## src/rtl/debug_step_ctrl.sv

```systemverilog
// Debug run/step/burst controller producing a registered clock enable for a core.
// Define DBG_BREAKPOINT_EN to build the run-to-breakpoint (RUN_BP/HALT) support.
module debug_step_ctrl #(
    parameter int unsigned ADDR_W    = 32,
    parameter int unsigned CNT_W     = 16,
    parameter int unsigned DB_CYCLES = 500000
) (
    input  logic              clk,
    input  logic              reset_n,
    input  logic              step_key_n,
    input  logic [1:0]        mode,
    input  logic [CNT_W-1:0]  burst_len,
    input  logic [ADDR_W-1:0] pc,
    input  logic              pc_valid,
    input  logic [ADDR_W-1:0] bp_addr,
    output logic              core_ce,
    output logic              running,
    output logic              halted_at_bp,
    output logic [CNT_W-1:0]  step_count
);

    localparam int unsigned DbW = (DB_CYCLES > 1) ? $clog2(DB_CYCLES) : 1;
    localparam logic [DbW-1:0] DbLast = DbW'(DB_CYCLES - 1);

    localparam logic [1:0] ModeFree  = 2'b00;
    localparam logic [1:0] ModeBurst = 2'b10;
`ifdef DBG_BREAKPOINT_EN
    localparam logic [1:0] ModeBp    = 2'b11;
`endif

    typedef enum logic [2:0] {
        StIdle,
        StRun,
        StStep,
`ifdef DBG_BREAKPOINT_EN
        StRunBp,
        StHalt,
`endif
        StBurst
    } state_e;

    logic [1:0]       sync_q;
    logic             key_s;
    logic             db_level_q;
    logic [DbW-1:0]   db_cnt_q;
    logic             press_q;
    state_e           state_q;
    logic [CNT_W-1:0] burst_cnt_q;
`ifdef DBG_BREAKPOINT_EN
    logic             suppress_q;
`else
    logic             unused_bp;
    assign unused_bp = ^{pc, pc_valid, bp_addr};
`endif

    assign key_s = sync_q[1];

    always_ff @(posedge clk or negedge reset_n) begin
        if (!reset_n) begin
            sync_q <= 2'b11;
        end else begin
            sync_q <= {sync_q[0], step_key_n};
        end
    end

    // A level is accepted only after DbLast+1 consecutive samples that differ from it.
    always_ff @(posedge clk or negedge reset_n) begin
        if (!reset_n) begin
            db_level_q <= 1'b1;
            db_cnt_q   <= '0;
            press_q    <= 1'b0;
        end else begin
            press_q <= 1'b0;
            if (key_s != db_level_q) begin
                if (db_cnt_q == DbLast) begin
                    db_level_q <= key_s;
                    db_cnt_q   <= '0;
                    press_q    <= ~key_s;
                end else begin
                    db_cnt_q <= db_cnt_q + 1'b1;
                end
            end else begin
                db_cnt_q <= '0;
            end
        end
    end

    always_ff @(posedge clk or negedge reset_n) begin
        if (!reset_n) begin
            state_q      <= StIdle;
            core_ce      <= 1'b0;
            running      <= 1'b0;
            halted_at_bp <= 1'b0;
            step_count   <= '0;
            burst_cnt_q  <= '0;
`ifdef DBG_BREAKPOINT_EN
            suppress_q   <= 1'b0;
`endif
        end else begin
            if (core_ce) begin
                step_count <= step_count + 1'b1;
            end
            case (state_q)
                StIdle: begin
                    if (mode == ModeFree) begin
                        state_q <= StRun;
                        core_ce <= 1'b1;
                        running <= 1'b1;
                    end else if (press_q) begin
                        if (mode == ModeBurst) begin
                            if (burst_len != '0) begin
                                state_q     <= StBurst;
                                burst_cnt_q <= burst_len;
                                core_ce     <= 1'b1;
                                running     <= 1'b1;
                            end
`ifdef DBG_BREAKPOINT_EN
                        end else if (mode == ModeBp) begin
                            state_q    <= StRunBp;
                            core_ce    <= 1'b1;
                            running    <= 1'b1;
                            suppress_q <= 1'b0;
`endif
                        end else begin
                            state_q <= StStep;
                            core_ce <= 1'b1;
                        end
                    end
                end
                StRun: begin
                    if (mode != ModeFree) begin
                        state_q <= StIdle;
                        core_ce <= 1'b0;
                        running <= 1'b0;
                    end
                end
                StStep: begin
                    state_q <= StIdle;
                    core_ce <= 1'b0;
                end
                StBurst: begin
                    burst_cnt_q <= burst_cnt_q - 1'b1;
                    if (mode != ModeBurst || burst_cnt_q == CNT_W'(1)) begin
                        state_q     <= StIdle;
                        core_ce     <= 1'b0;
                        running     <= 1'b0;
                        burst_cnt_q <= '0;
                    end
                end
`ifdef DBG_BREAKPOINT_EN
                StRunBp: begin
                    suppress_q <= 1'b0;
                    if (mode != ModeBp) begin
                        state_q <= StIdle;
                        core_ce <= 1'b0;
                        running <= 1'b0;
                    end else if (pc_valid && pc == bp_addr && !suppress_q) begin
                        state_q      <= StHalt;
                        core_ce      <= 1'b0;
                        running      <= 1'b0;
                        halted_at_bp <= 1'b1;
                    end
                end
                StHalt: begin
                    if (mode != ModeBp) begin
                        state_q      <= StIdle;
                        halted_at_bp <= 1'b0;
                    end else if (press_q) begin
                        // The core re-presents the halted pc; skip matching it once.
                        state_q      <= StRunBp;
                        core_ce      <= 1'b1;
                        running      <= 1'b1;
                        halted_at_bp <= 1'b0;
                        suppress_q   <= 1'b1;
                    end
                end
`endif
                default: begin
                    state_q      <= StIdle;
                    core_ce      <= 1'b0;
                    running      <= 1'b0;
                    halted_at_bp <= 1'b0;
                end
            endcase
        end
    end

endmodule

```

## config.mk

```make
export PLATFORM = sky130hd
export DESIGN_NAME = debug_step_ctrl
export DESIGN_NICKNAME = d
export VERILOG_FILES = /design/src/rtl/debug_step_ctrl.sv
export SDC_FILE = /design/constraint.sdc
export NUM_CORES = 1
export LEC_CHECK = 0
export ABC_CLOCK_PERIOD_IN_PS = 2100
export BUFFER_PORTS_ARGS = -buffer_cell sky130_fd_sc_hd__buf_4
export CAP_MARGIN = 10
export CORE_UTILIZATION = 51
export CTS_CLUSTER_SIZE = 14
export DETAILED_ROUTE_END_ITERATION = 6
export PLACE_DENSITY = 0.8
export SLEW_MARGIN = 40
export SYNTH_ARGS = -nofsm -noshare
export SYNTH_HDL_FRONTEND = slang
export SYNTH_SLANG_ARGS = --single-unit
```

## constraint.sdc

```tcl
create_clock -name clk -period 2.1 [get_ports clk]
set_input_delay 0.21 -clock clk [delete_from_list [all_inputs] [get_ports clk]]
set_output_delay 0.21 -clock clk [all_outputs]
set_load 0.03 [all_outputs]
```

# After elaboration in Yosys (flattened, before gate mapping)
# Index checks and enable logic that the tools add are counted.
word_totals:
  register_bits: 60
  inputBits: 86
  wordCells: 70
classes:
  n_addsub: 3
  eq_ne: 18
  n_mux: 28
  bitwise: 2
  n_reduce_logical: 10
ops:
  columns: ["op", "count"]
  rows:
  - ["two-way mux 16 bit", 5]
  - ["two-way mux 19 bit", 2]
  - ["one-hot mux 16 bit (2 select lines)", 1]
  - ["adder 19 x 1 -> 19 bit, second input constant", 1]
  - ["equality test 19 bit, second input constant", 1]
  - ["two-way mux 3 bit", 6]
  - ["adder 16 x 1 -> 16 bit, second input constant", 1]
  - ["equality test 16 x 1 -> 1 bit, second input constant", 1]
  - ["nonzero test 16 bit", 1]
  - ["subtractor 16 x 1 -> 16 bit, second input constant", 1]
  - ["!= test 2 bit, second input constant", 7]
  - ["two-way mux 1 bit", 11]
  - ["!= test 3 bit, second input constant", 3]
  - ["one-hot mux 3 bit (3 select lines)", 1]
  - ["equality test 3 x 2 -> 1 bit, second input constant", 2]
  - ["AND reduction 6 bit", 1]
  - ["AND reduction 5 bit", 1]
  - ["!= test 4 bit, second input constant", 1]
  - ["one-hot mux 1 bit (4 select lines)", 1]
  - ["AND reduction 4 bit", 1]
  - ["nonzero test 2 bit", 2]
  - ["equality test 3 x 1 -> 1 bit, second input constant", 1]
  - ["zero test 3 bit", 1]
  - ["one-hot mux 1 bit (3 select lines)", 1]
  - ["other kinds (6)", 7]

# Longest topological paths before layout
# Gate-level depths: netlist of the first run.
logic_depth:
  depth_word: 6
  mapped_depth: 7

# Least setup slack after synthesis of the first run
# Ideal clock, no wire load.
synth_path:
  kind: "reg2reg"
  startpoint: "register burst_cnt_q[6]"
  endpoint: "register state_q[0]"
  setup_ns: 0.125
  arrival_time_ns: 1.735
  setup_slack_ns: 0.240
  path_stages_with_launch: 5
  path_buffers: 0
  cell_sequence: "dfrtp_1 nor4_4 nand4_2 a22oi_2 mux2_2"
synth_via:
  elab_chain_len: 4
synth_rtl:
  columns: ["element", "line_no", "rtl"]
  rows:
  - ["start: declaration", "48", "logic [CNT_W-1:0] burst_cnt_q;"]
  - ["start signal: assignment", "113", "burst_cnt_q <= burst_len;"]
  - ["start signal: assignment", "142", "burst_cnt_q <= burst_cnt_q - 1'b1;"]
  - ["equality test 16 x 1 -> 1 bit", "143", "if (mode != ModeBurst || burst_cnt_q == CNT_W'(1)) begin"]
  - ["logical OR 1 bit", "143", null]
  - ["!= test 2 bit (no source line)", null, null]
  - ["AND reduction 4 bit (no source line)", null, null]
  - ["end signal: assignment", "132", "state_q <= StIdle;"]
  - ["end signal: assignment", "138", "state_q <= StIdle;"]
  - ["end signal: assignment", "144", "state_q <= StIdle;"]
  - ["end: declaration", "47", "state_e state_q;"]
# No other way between the ends.
# A chain may end at the register's enable or synchronous reset.

# Worst setup path after layout of the first run
layout_path:
  startpoint: "register burst_cnt_q[1]"
  endpoint: "register burst_cnt_q[9]"
layout_via:
  elab_chain_len: 4
  elab_cells_between_ends: 5
layout_rtl:
  columns: ["element", "line_no", "rtl"]
  rows:
  - ["branches (longest 2 deep; another with subtractor 16 x 1 -> 16 bit)", null, null]
  - ["two-way mux 16 bit *", "143", null]
  - ["one-hot mux 16 bit (2 select lines) *", "103", "case (state_q)"]
# Every way passes the cells marked *.

==> results of run 1 <==
## tightest hold or removal path, stage by stage
cell and delay (ns):
sky130_fd_sc_hd__buf_4 0.09, sky130_fd_sc_hd__a32oi_1 0.04, sky130_fd_sc_hd__mux2i_1 0.12
## worst max-delay path by stage
stage	startpoint	end	slack, ns
after floorplan	burst_cnt_q[6]	state_q[0]	0.24
after global placement	burst_cnt_q[1]	burst_cnt_q[9]	0.17
after detailed placement	burst_cnt_q[1]	burst_cnt_q[9]	0.06
after CTS	burst_cnt_q[1]	burst_cnt_q[9]	0.05
after global routing	burst_cnt_q[1]	burst_cnt_q[9]	0.01
final	burst_cnt_q[1]	burst_cnt_q[9]	0.11
## per-layer routing
layer / vias up / part of all wire / GRT usage
li1: 1346 / - / -
met1: 1359 / 0.45 / 0.292
met2: 65 / 0.49 / 0.381
met3: 7 / 0.048 / 0.0644
met4: 0 / 0.013 / 0.0877
met5: - / 0 / 0
## flip-flops by register name, indices dropped and copies added (netlist names)
name / flops
step_count: 16
core_ce: 1
burst_cnt_q: 16
db_level_q: 1
running: 1
press_q: 1
db_cnt_q: 19
state_q: 2
sync_q: 2
## logic make-up after synthesis
| family | Yosys count | synth area share |
|---|---|---|
| other | 1 | 0.00115 |
| muxes | 6 | 0.0199 |
| xor gates and xnor gates | 29 | 0.0779 |
| AOI/OAI and AO/OA | 53 | 0.134 |
| buffers and inverters | 28 | 0.0357 |
| DFF | 59 | 0.454 |
| adders and majority gates | 4 | 0.0153 |
| and+or+nand+nor | 152 | 0.262 |
## what timing repair did
action	in CTS	in global routing
hold endpoints to repair	57	0
buffers inserted	0	0
setup endpoints to repair	0	2
hold buffers	2	0
resized for setup	0	1
## layout by cell type (no fill, tap or decap), types with 2 or more instances in the layout
cell type / count
sky130_fd_sc_hd__a21oi_1: 6
sky130_fd_sc_hd__a22oi_1: 4
sky130_fd_sc_hd__a31oi_1: 2
sky130_fd_sc_hd__a32oi_1: 7
sky130_fd_sc_hd__and2_1: 5
sky130_fd_sc_hd__and3_1: 5
sky130_fd_sc_hd__and4_1: 2
sky130_fd_sc_hd__and4b_1: 2
sky130_fd_sc_hd__buf_12: 3
sky130_fd_sc_hd__buf_4: 51
sky130_fd_sc_hd__clkbuf_8: 10
sky130_fd_sc_hd__clkinv_2: 3
sky130_fd_sc_hd__dfrtp_1: 56
sky130_fd_sc_hd__dfstp_2: 3
sky130_fd_sc_hd__dlygate4sd3_1: 2
sky130_fd_sc_hd__ha_1: 4
sky130_fd_sc_hd__inv_1: 12
sky130_fd_sc_hd__mux2_2: 3
sky130_fd_sc_hd__mux2i_1: 2
sky130_fd_sc_hd__nand2_1: 28
sky130_fd_sc_hd__nand3_1: 16
sky130_fd_sc_hd__nand4_1: 17
sky130_fd_sc_hd__nand4b_1: 3
sky130_fd_sc_hd__nor2_1: 30
sky130_fd_sc_hd__nor3_1: 8
sky130_fd_sc_hd__nor3b_1: 3
sky130_fd_sc_hd__nor4_1: 12
sky130_fd_sc_hd__nor4_2: 2
sky130_fd_sc_hd__o2111ai_1: 3
sky130_fd_sc_hd__o211ai_1: 2
sky130_fd_sc_hd__o21ai_0: 2
sky130_fd_sc_hd__o221ai_1: 13
sky130_fd_sc_hd__or2_1: 2
sky130_fd_sc_hd__or3_1: 4
sky130_fd_sc_hd__or4_1: 2
sky130_fd_sc_hd__or4b_1: 2
sky130_fd_sc_hd__xnor2_1: 23
sky130_fd_sc_hd__xor2_1: 6
## area by class of cell
cell class,count,area (sq um),share of cell area
multi-input cells,245,1670,0.422
flip-flops and latches,59,1480,0.374
repair buffers,57,474,0.120
clock buffers,10,138,0.0348
well taps,75,93.8,0.0237
clock inverters,5,53.8,0.0136
inverters,12,45.0,0.0114
## power breakdown
| group | internal [mW] | switching [mW] | leakage, nW |
|---|---|---|---|
| combinational | 0.306 | 0.376 | 0.842 |
| clock | 0.569 | 0.439 | 0.102 |
| sequential | 1.25 | 0.139 | 0.723 |
==> key figures, run 1 <==
Outcome
  – Status: complete, no violations

Hold path
  – Cell depth of the worst min-delay path: 3
  – Source of the worst hold timing path: burst_len[0]
  – Hold WC Path Type: in -> reg
  – Hold worst-path end: burst_cnt_q[0]

Finish
  – Final core occ: 0.652
  – Filler instances: 498
  – Count of antenna diodes in the layout: 0
  – Filler-free cell count of the finished design: 463
  – Area delta synth->final: 21.2%
  – Fraction of final layout cells sized beyond drive strength 1: 0.222
  – Final design instance area without fill: 0.00395 sq mm
  – Number of nets in the layout: 474

Critical path
  – Ordered cell list for the critical path: inv_1 -> ha_1 -> nor3b_1 -> buf_4 -> nand4_2 -> buf_6 -> a41oi_1 -> o221ai_1
  – Critical path class: reg -> reg
  – Critical path arrival: 2.18 ns
  – Slowest stage cell, crit path: sky130_fd_sc_hd__dfrtp_1
  – Worst EP required: 2.29 ns
  – Crit path max fanout: 24
  – Terminus of the critical flop-to-flop path: burst_cnt_q[9]
  – Reg-to-reg setup timing slack: 0.11 ns
  – Cell depth of the worst setup path: 8
  – Family of cells with the greatest summed delay on the critical path: buffers and inverters
  – Register-to-Register Path Depth: 8
  – Buffers and inverters on the worst path: 3
  – Reg2Reg Launch Point: burst_cnt_q[1]
  – Worst stage delay on the critical path: 0.41 ns
  – Capturing element type of the critical path: register
  – Kind of start point of the critical path: register

Synthesis
  – Most frequent cell after synthesis: sky130_fd_sc_hd__dfrtp_1
  – Yosys top cell area share: 0.430
  – Total of warnings raised by yosys: 0
  – Post-synthesis sequential element count: 59
  – Cell type with the largest total area after synthesis: sky130_fd_sc_hd__dfrtp_1
  – Ranking of synthesized cells by area: sky130_fd_sc_hd__dfrtp_1, sky130_fd_sc_hd__xnor2_1, sky130_fd_sc_hd__nor2_1
  – Synth Flop Type: sky130_fd_sc_hd__dfrtp_1
  – Gate count of the mapped netlist: 332
  – Portion of the post-synthesis area used by sequential elements: 0.454
  – Syn_area_per_cell: 9.82 sq um
  – List of most frequent post-synthesis cells: sky130_fd_sc_hd__dfrtp_1, sky130_fd_sc_hd__nor2_1, sky130_fd_sc_hd__nand2_1
  – Ys async rst share: 1.00
  – Cell Area, Synth: 0.00326 sq mm
  – Post-synth EDFFs: 0
  – Synthesized Nets: 422
  – Distinct cells, synth: 60

Power
  – Static leakage power: 1.67 nW
  – Final Total Pwr: 3.07 mW
  – Power per Cell Area: 778 mW/mm^2
  – Largest vdd supply drop: 0.759 mV

Timing
  – Final count of negative-setup-slack endpoints: 0
  – Max-slew violation count: 0
  – Final critical-path required period: 1.99 ns
  – Setup skew after layout: 0.0107 ns
  – Slew headroom: 0.595
  – Final-report hold violation count: 0
  – Tightest Pin Transition: 0.607 ns
  – Final worst-path cycle share: 0.946
  – Setup slack of the critical path after layout: 0.114 ns
  – Accumulated negative setup slack: 0 ns
  – Worst hold slack: 0.184 ns
  – Setup repair after global routing missed its margin: false
  – Timing-limited maximum frequency: 503 MHz

Floorplanning
  – Floorplan row count: 28
  – Die Height: 82.0 um
  – Initial cell density of the core: 0.538
  – Number of I/O pins: 105
  – Area of the die: 0.00672 sq mm
  – Area of the placeable core: 0.00606 sq mm
  – Die width: 82.0 um

Detailed routing
  – Post-route DRC violation count: 0
  – First-pass detailed-route iteration total: 4
  – Antenna Violating Nets Remaining: 0
  – Via count: 2777
  – First DRT Iteration DRCs: 189
  – Vias per cell: 6.00
  – Detail-routed net length per standard cell: 15.5 um
  – Routed wire length: 7190 um

Global routing
  – Via count of the first global-routing pass: 2623
  – Overall global routing resource usage: 0.233
  – First-pass GRT wire length: 11900 um
  – Pin count of the biggest net entering global routing: 60
  – Number of antenna violations at the first check in global routing: 0
  – Total congestion overflow: 0

CTS
  – Clock-pin slew reported for the worst setup and hold paths after clock tree synthesis: 0.07 ns
  – CTS buffer count: 9
  – Clk Latency, worst-skew pair: 0.34 ns
  – Total clock sinks: 59
  – Htree depth: 3
  – CTS tree: yes
  – Root buf cell: sky130_fd_sc_hd__clkbuf_8
  – Clock tree buffer depth: 2

Placed design
  – Number of buffers inserted by port buffering: 38
  – Worst-case setup slack after placement: 0.0605 ns
  – Final Wtd Congestion: 0.813
  – Cell Area, Placed: 0.00372 sq mm
  – HPWL after detailed placement: 4990 um
  – Cell total after placement: 445

Job
  – MaxCap Viol Count: 0
No activity file was read; power rests on OpenSTA's default activity.
==> run 2: changes to the inputs <==
PLACE_DENSITY = 0.92   (was 0.8)
==> run 2 against run 1 <==
  * Combinational power increased by 0.7%
  * Worst setup slack improved by 0.046 ns
  * Cell count fell by 0.43%
  * Worst hold slack got worse by 0.0069 ns
  * Global-route usage grew 1.1 points
  * Largest power group unchanged
  * Sequential power about the same
  * Sequential cell count stayed put
  * Routed wire length increased by 2.4%
==> key figures, run 2 (synthesis results as in run 1) <==
Critical path
  – Critical path destination: state_q[0] (was burst_cnt_q[9])
  – Family of cells with the greatest summed delay on the critical path: flip-flops (was buffers and inverters)
  – Buffers and inverters on the worst path: 2 (was 3)
  – Cell depth of the worst setup path: 7 (was 8)
  – Crit path max fanout: 4 (was 24)
  – Terminus of the critical flop-to-flop path: state_q[0] (was burst_cnt_q[9])
  – Slowest stage cell, crit path: sky130_fd_sc_hd__dfrtp_1 (unchanged)
  – Reg2Reg Launch Point: burst_cnt_q[1] (unchanged)
  – Worst EP required: 2.32 ns (was 2.29 ns)
  – Worst stage delay on the critical path: 0.40 ns (was 0.41 ns)
  – Register-to-Register Path Depth: 7 (was 8)
  – Critical path class: reg -> reg (unchanged)
  – Kind of start point of the critical path: register (unchanged)
  – Reg-to-reg setup timing slack: 0.16 ns (was 0.11 ns)
  – Capturing element type of the critical path: register (unchanged)
  – CP Launch Point: burst_cnt_q[1] (unchanged)
  – Critical path arrival: 2.16 ns (was 2.18 ns)
  – Ordered cell list for the critical path: inv_1 -> ha_1 -> nor3b_1 -> buf_4 -> nand4_2 -> a22oi_2 -> mux2_2 (was inv_1 -> ha_1 -> nor3b_1 -> buf_4 -> nand4_2 -> buf_6 -> a41oi_1 -> o221ai_1)

Timing
  – Slew headroom: 0.627 (was 0.595)
  – Final critical-path required period: 1.94 ns (was 1.99 ns)
  – Tightest Pin Transition: 0.559 ns (was 0.607 ns)
  – Final count of negative-setup-slack endpoints: 0 (unchanged)
  – Setup repair after global routing missed its margin: false (unchanged)
  – Accumulated negative setup slack: 0 ns (unchanged)
  – Final worst-path cycle share: 0.924 (was 0.946)
  – Setup skew after layout: 0.00989 ns (was 0.0107 ns)
  – Max-slew violation count: 0 (unchanged)
  – Final-report hold violation count: 0 (unchanged)
  – Timing-limited maximum frequency: 515 MHz (was 503 MHz)

Floorplanning
  – Area of the die: 0.00672 sq mm (unchanged)
  – Floorplan row count: 28 (unchanged)
  – Initial cell density of the core: 0.538 (unchanged)
  – Die width: 82.0 um (unchanged)
  – Area of the placeable core: 0.00606 sq mm (unchanged)
  – Number of I/O pins: 105 (unchanged)
  – Die Height: 82.0 um (unchanged)

Finish
  – Largest register FFs: 19 (unchanged)
  – Number of nets in the layout: 471 (was 474)
  – Filler instances: 450 (was 498)
  – Most common library cell in the layout ignoring fill and taps: sky130_fd_sc_hd__dfrtp_1 (unchanged)
  – Filler-free cell count of the finished design: 461 (was 463)
  – Register bank with the most flops: db_cnt_q (unchanged)
  – Count of antenna diodes in the layout: 0 (unchanged)
  – Biggest registers after layout: db_cnt_q x19, burst_cnt_q x16, step_count x16 (unchanged)
  – Fraction of final layout cells sized beyond drive strength 1: 0.220 (was 0.222)
  – Most used cells in the layout excluding fill and tap cells: sky130_fd_sc_hd__dfrtp_1, sky130_fd_sc_hd__buf_4, sky130_fd_sc_hd__nor2_1 (unchanged)
  – Area delta synth->final: 21.6% (was 21.2%)

CTS
  – Clock-pin slew reported for the worst setup and hold paths after clock tree synthesis: 0.06 ns (was 0.07 ns)
  – Clock tree buffer depth: 2 (unchanged)
  – Total clock sinks: 59 (unchanged)
  – Post-CTS setup buffer count: 0 (unchanged)
  – Clk Latency, worst-skew pair: 0.34 ns (about the same)
  – Root buf cell: sky130_fd_sc_hd__clkbuf_8 (unchanged)
  – Htree depth: 3 (unchanged)
  – CTS tree: yes (unchanged)
  – CTS buffer count: 9 (unchanged)

Placed design
  – Cell total after placement: 443 (was 445)
  – HPWL after detailed placement: 5130 um (was 4990 um)
  – Final Wtd Congestion: 0.881 (was 0.813)
  – Number of buffers inserted by port buffering: 38 (unchanged)

Global routing
  – Global routing met3 resource utilization: 0.0789 (was 0.0644)
  – Via count of the first global-routing pass: 2765 (was 2623)
  – Total congestion overflow: 0 (unchanged)
  – Pin count of the biggest net entering global routing: 60 (unchanged)
  – Busiest layer in global routing: met2 (unchanged)
  – Overall global routing resource usage: 0.244 (was 0.233)
  – Global Route met2 Usage: 0.427 (was 0.381)
  – First-pass GRT wire length: 12300 um (was 11900 um)
  – Number of antenna violations at the first check in global routing: 0 (unchanged)
  – GR Layer Usage met1: 0.274 (was 0.292)

Detailed routing
  – Detail-routed net length per standard cell: 16.0 um (was 15.5 um)
  – Antenna Violating Nets Remaining: 0 (unchanged)
  – Vias per cell: 6.26 (was 6.00)
  – Post-route DRC violation count: 0 (unchanged)
  – Routed wire length: 7360 um (was 7190 um)
  – First-pass detailed-route iteration total: 5 (was 4)
  – First DRT Iteration DRCs: 219 (was 189)
  – Via count: 2887 (was 2777)

Power
  – Static leakage power: 1.66 nW (was 1.67 nW)
  – Power per Cell Area: 837 mW/mm^2 (was 778 mW/mm^2)
  – Largest vdd supply drop: 0.620 mV (was 0.759 mV)

Hold path
  – Cell depth of the worst min-delay path: 3 (unchanged)
  – Hold WC Path Type: in -> reg (unchanged)

Outcome
  – Status: complete, no violations (unchanged)

Job
  – MaxCap Viol Count: 0 (unchanged)
==> run 2: per-stage QoR <==
step	instance area [sq um]	hold slack (ns)	power, mW	utilization	setup slack (ns)
after floorplan	3260	-0.0856	1.82	-	0.240
after global placement	3690	0.315	2.06	0.608	0.164
after detailed placement	3690	0.322	2.09	0.609	0.114
after CTS	3950	0.166	3.34	0.652	0.101
after global routing	3970	0.194	3.47	0.654	0.0333
final	3970	0.177	3.32	0.654	0.160
==> run 2: cell type report <==
| cell class | count | area, sq um | area share |
|---|---|---|---|
| Clock inverter | 7 | 116 | 0.0293 |
| Sequential cell | 59 | 1480 | 0.373 |
| Clock buffer | 9 | 124 | 0.0312 |
| Multi-Input combinational cell | 245 | 1680 | 0.423 |
| Tap cell | 75 | 93.8 | 0.0237 |
| Inverter | 12 | 45.0 | 0.0114 |
| Timing Repair Buffer | 54 | 430 | 0.109 |
==> run 2: timing repair <==
action,in CTS,in global routing
hold buffers,2,0
resized for setup,0,2
endpoints found under the hold margin,57,0
endpoints found under the setup margin,0,2
==> run 2: per-layer routing <==
layer | routed length [um] | up-vias
li1 | - | 1346
met1 | 3010 | 1409
met2 | 3770 | 117
met3 | 479 | 15
met4 | 105 | 0
met5 | 0 | -
==> run 2: how the worst min path moves through the flow <==
stage / startpoint / endpoint
after floorplan: reset_n / burst_cnt_q[0]
after global placement: reset_n / burst_cnt_q[6]
after detailed placement: reset_n / burst_cnt_q[7]
after CTS: burst_len[0] / burst_cnt_q[0]
after global routing: burst_len[12] / burst_cnt_q[12]
final: burst_len[0] / burst_cnt_q[0]
==> run 2: worst min-delay path, stage by stage <==
cell and delay [ns]:
sky130_fd_sc_hd__buf_4 0.09, sky130_fd_sc_hd__a32oi_1 0.04, sky130_fd_sc_hd__mux2i_1 0.12
==> run 2: where the power goes <==
| group | total (mW) | internal (mW) | switching (mW) |
|---|---|---|---|
| registers | 1.39 | 1.25 | 0.142 |
| logic | 0.686 | 0.301 | 0.385 |
| clock network | 1.24 | 0.785 | 0.458 |
==> run 3: changes to the inputs <==
--- a/config.mk
+++ b/config.mk
@@ -13,2 +13,3 @@
 export DETAILED_ROUTE_END_ITERATION = 6
+export MAX_ROUTING_LAYER = met4
 export PLACE_DENSITY = 0.92
==> constraint.sdc (replaced) <==
create_clock -name clk -period 2.1 [get_ports clk]
set_input_delay 0.42 -clock clk [delete_from_list [all_inputs] [get_ports clk]]
set_output_delay 0.42 -clock clk [all_outputs]
set_load 0.03 [all_outputs]
==> run 3 against run 2 <==
  * Sequential share of layout area grew 0.49 points
  * Non-clock buffer count grew 2
  * Clock skew grew 0.0015 ns
  * Worst setup slack lost 0.010 ns
  * Critical path type unchanged
  * Worst hold slack lost 0.16 ns
  * Sequential power is essentially flat
  * Core utilization shrank 0.85 points
  * Critical endpoint unchanged
==> key figures, run 3 (synthesis results as in run 1) <==
Finish
  – Most used cells in the layout excluding fill and tap cells: sky130_fd_sc_hd__dfrtp_1, sky130_fd_sc_hd__buf_4, sky130_fd_sc_hd__nor2_1 (unchanged)
  – Largest register FFs: 19 (unchanged)
  – Register bank with the most flops: db_cnt_q (unchanged)
  – Fraction of final layout cells sized beyond drive strength 1: 0.224 (was 0.220)
  – Final design instance area without fill: 0.00391 sq mm (was 0.00397 sq mm)
  – Number of nets in the layout: 473 (was 471)
  – Count of antenna diodes in the layout: 0 (unchanged)
  – Area delta synth->final: 20.0% (was 21.6%)
  – Filler-free cell count of the finished design: 463 (was 461)
  – Biggest registers after layout: db_cnt_q x19, burst_cnt_q x16, step_count x16 (unchanged)
  – Most common library cell in the layout ignoring fill and taps: sky130_fd_sc_hd__dfrtp_1 (unchanged)

CTS
  – Htree depth: 3 (unchanged)
  – Clock tree buffer depth: 2 (unchanged)
  – CTS buffer count: 9 (unchanged)
  – CTS tree: yes (unchanged)
  – Clock-pin slew reported for the worst setup and hold paths after clock tree synthesis: 0.07 ns (was 0.06 ns)
  – Total clock sinks: 59 (unchanged)
  – Clk Latency, worst-skew pair: 0.35 ns (was 0.34 ns)
  – Root buf cell: sky130_fd_sc_hd__clkbuf_8 (unchanged)
  – Post-CTS setup buffer count: 0 (unchanged)

Timing
  – Setup slack of the critical path after layout: 0.149 ns (was 0.160 ns)
  – Tightest Pin Transition: 0.581 ns (was 0.559 ns)
  – Slew headroom: 0.611 (was 0.627)
  – Setup repair after global routing missed its margin: false (unchanged)
  – Accumulated negative setup slack: 0 ns (unchanged)
  – Final count of negative-setup-slack endpoints: 0 (unchanged)
  – Setup skew after layout: 0.0114 ns (was 0.00989 ns)
  – Final critical-path required period: 1.95 ns (was 1.94 ns)
  – Timing-limited maximum frequency: 513 MHz (was 515 MHz)
  – Final-report hold violation count: 0 (unchanged)
  – Max-slew violation count: 0 (unchanged)
  – Final worst-path cycle share: 0.929 (was 0.924)

Critical path
  – Worst EP required: 2.33 ns (was 2.32 ns)
  – Terminus of the critical flop-to-flop path: state_q[0] (unchanged)
  – Crit path max fanout: 5 (was 4)
  – Critical path arrival: 2.18 ns (was 2.16 ns)
  – Register-to-Register Path Depth: 7 (unchanged)
  – Buffers and inverters on the worst path: 2 (unchanged)
  – Kind of start point of the critical path: register (unchanged)
  – Ordered cell list for the critical path: inv_1 -> ha_1 -> nor3b_1 -> buf_4 -> nand4_2 -> a22oi_2 -> mux2_2 (unchanged)
  – Capturing element type of the critical path: register (unchanged)
  – Reg-to-reg setup timing slack: 0.15 ns (was 0.16 ns)
  – Slowest stage cell, crit path: sky130_fd_sc_hd__dfrtp_1 (unchanged)
  – Reg2Reg Launch Point: burst_cnt_q[1] (unchanged)
  – Worst stage delay on the critical path: 0.41 ns (was 0.40 ns)
  – Family of cells with the greatest summed delay on the critical path: flip-flops (unchanged)
  – Critical path class: reg -> reg (unchanged)

Placed design
  – Cell total after placement: 447 (was 443)
  – Cell Area, Placed: 0.00370 sq mm (was 0.00369 sq mm)
  – Number of buffers inserted by port buffering: 38 (unchanged)
  – Worst-case setup slack after placement: 0.0684 ns (was 0.114 ns)
  – HPWL after detailed placement: 5460 um (was 5130 um)
  – Final Wtd Congestion: 0.917 (was 0.881)

Job
  – MaxCap Viol Count: 0 (unchanged)

Detailed routing
  – Antenna Violating Nets Remaining: 0 (unchanged)
  – Routed wire length: 7760 um (was 7360 um)
  – Post-route DRC violation count: 0 (unchanged)
  – First-pass detailed-route iteration total: 5 (unchanged)
  – Detail-routed net length per standard cell: 16.8 um (was 16.0 um)
  – First DRT Iteration DRCs: 206 (was 219)
  – Vias per cell: 6.26 (about the same)
  – Via count: 2897 (was 2887)

Power
  – Largest vdd supply drop: 0.688 mV (was 0.620 mV)
  – Static leakage power: 1.65 nW (was 1.66 nW)
  – Power per Cell Area: 802 mW/mm^2 (was 837 mW/mm^2)

Global routing
  – Via count of the first global-routing pass: 2895 (was 2765)
  – Overall global routing resource usage: 0.267 (was 0.244)
  – Number of antenna violations at the first check in global routing: 0 (unchanged)
  – First-pass GRT wire length: 13000 um (was 12300 um)
  – Pin count of the biggest net entering global routing: 60 (unchanged)
  – Total congestion overflow: 0 (unchanged)

Floorplanning
  – Number of I/O pins: 105 (unchanged)
  – Floorplan row count: 28 (unchanged)
  – Area of the placeable core: 0.00606 sq mm (unchanged)
  – Area of the die: 0.00672 sq mm (unchanged)
  – Initial cell density of the core: 0.538 (unchanged)
  – Die width: 82.0 um (unchanged)
  – Die Height: 82.0 um (unchanged)

Outcome
  – Status: complete, no violations (unchanged)

Hold path
  – Hold WC Path Type: in -> async (was in -> reg)
run 3: cell types whose count changed in the layout (fill, tap and decap cells not counted), sizes merged:
cell | before | now
buf | 52 | 56
dlygate4sd3 | 2 | 0
clkinv | 3 | 4
bufinv | 3 | 1
inv | 12 | 13
run 3: stage by stage:
step	utilization	power, mW	hold slack, ns
detailed placement	0.611	2.10	0.349
CTS	0.645	3.15	0.154
global route	0.646	3.29	0.0759
global placement	0.611	2.05	0.346
finish	0.646	3.14	0.0192
floorplan	-	1.82	0.124
run 3: final cells by class:
| class | instances | area [sq um] |
|---|---|---|
| Fill cell | 474 | 2150 |
| Multi-Input combinational cell | 245 | 1670 |
| Sequential cell | 59 | 1480 |
| Timing Repair Buffer | 56 | 428 |
| Clock buffer | 9 | 124 |
| Tap cell | 75 | 93.8 |
| Clock inverter | 7 | 77.6 |
| Inverter | 12 | 45.0 |
run 3: per-layer routing:
layer	track usage	wire length [um]	vias up
met5	-	0	-
met4	0.109	157	0
met3	0.0889	438	18
met2	0.429	3870	110
met1	0.305	3300	1418
li1	-	-	1351
run 3: how the worst max path moves through the flow:
stage / from / end / slack (ns) / cells past startpoint
final: burst_cnt_q[1] / state_q[0] / 0.15 / 7
after global placement: burst_len[3] / state_q[0] / 0.14 / 6
after floorplan: burst_cnt_q[6] / state_q[0] / 0.24 / 4
after CTS: burst_cnt_q[1] / burst_cnt_q[9] / 0.11 / 8
after global routing: burst_cnt_q[1] / burst_cnt_q[7] / 0.01 / 8
after detailed placement: burst_len[3] / burst_cnt_q[7] / 0.07 / 6
run 3: power by group:
part,internal [mW],total (mW),switching [mW]
logic,0.299,0.694,0.395
registers,1.25,1.40,0.152
clock network,0.555,1.05,0.493
total,2.10,3.14,1.04
run 3: what timing repair did:
action | in CTS | in global routing
endpoints found under the setup margin | 0 | 2
hold buffers | 0 | 0
gates resized for setup | 0 | 1
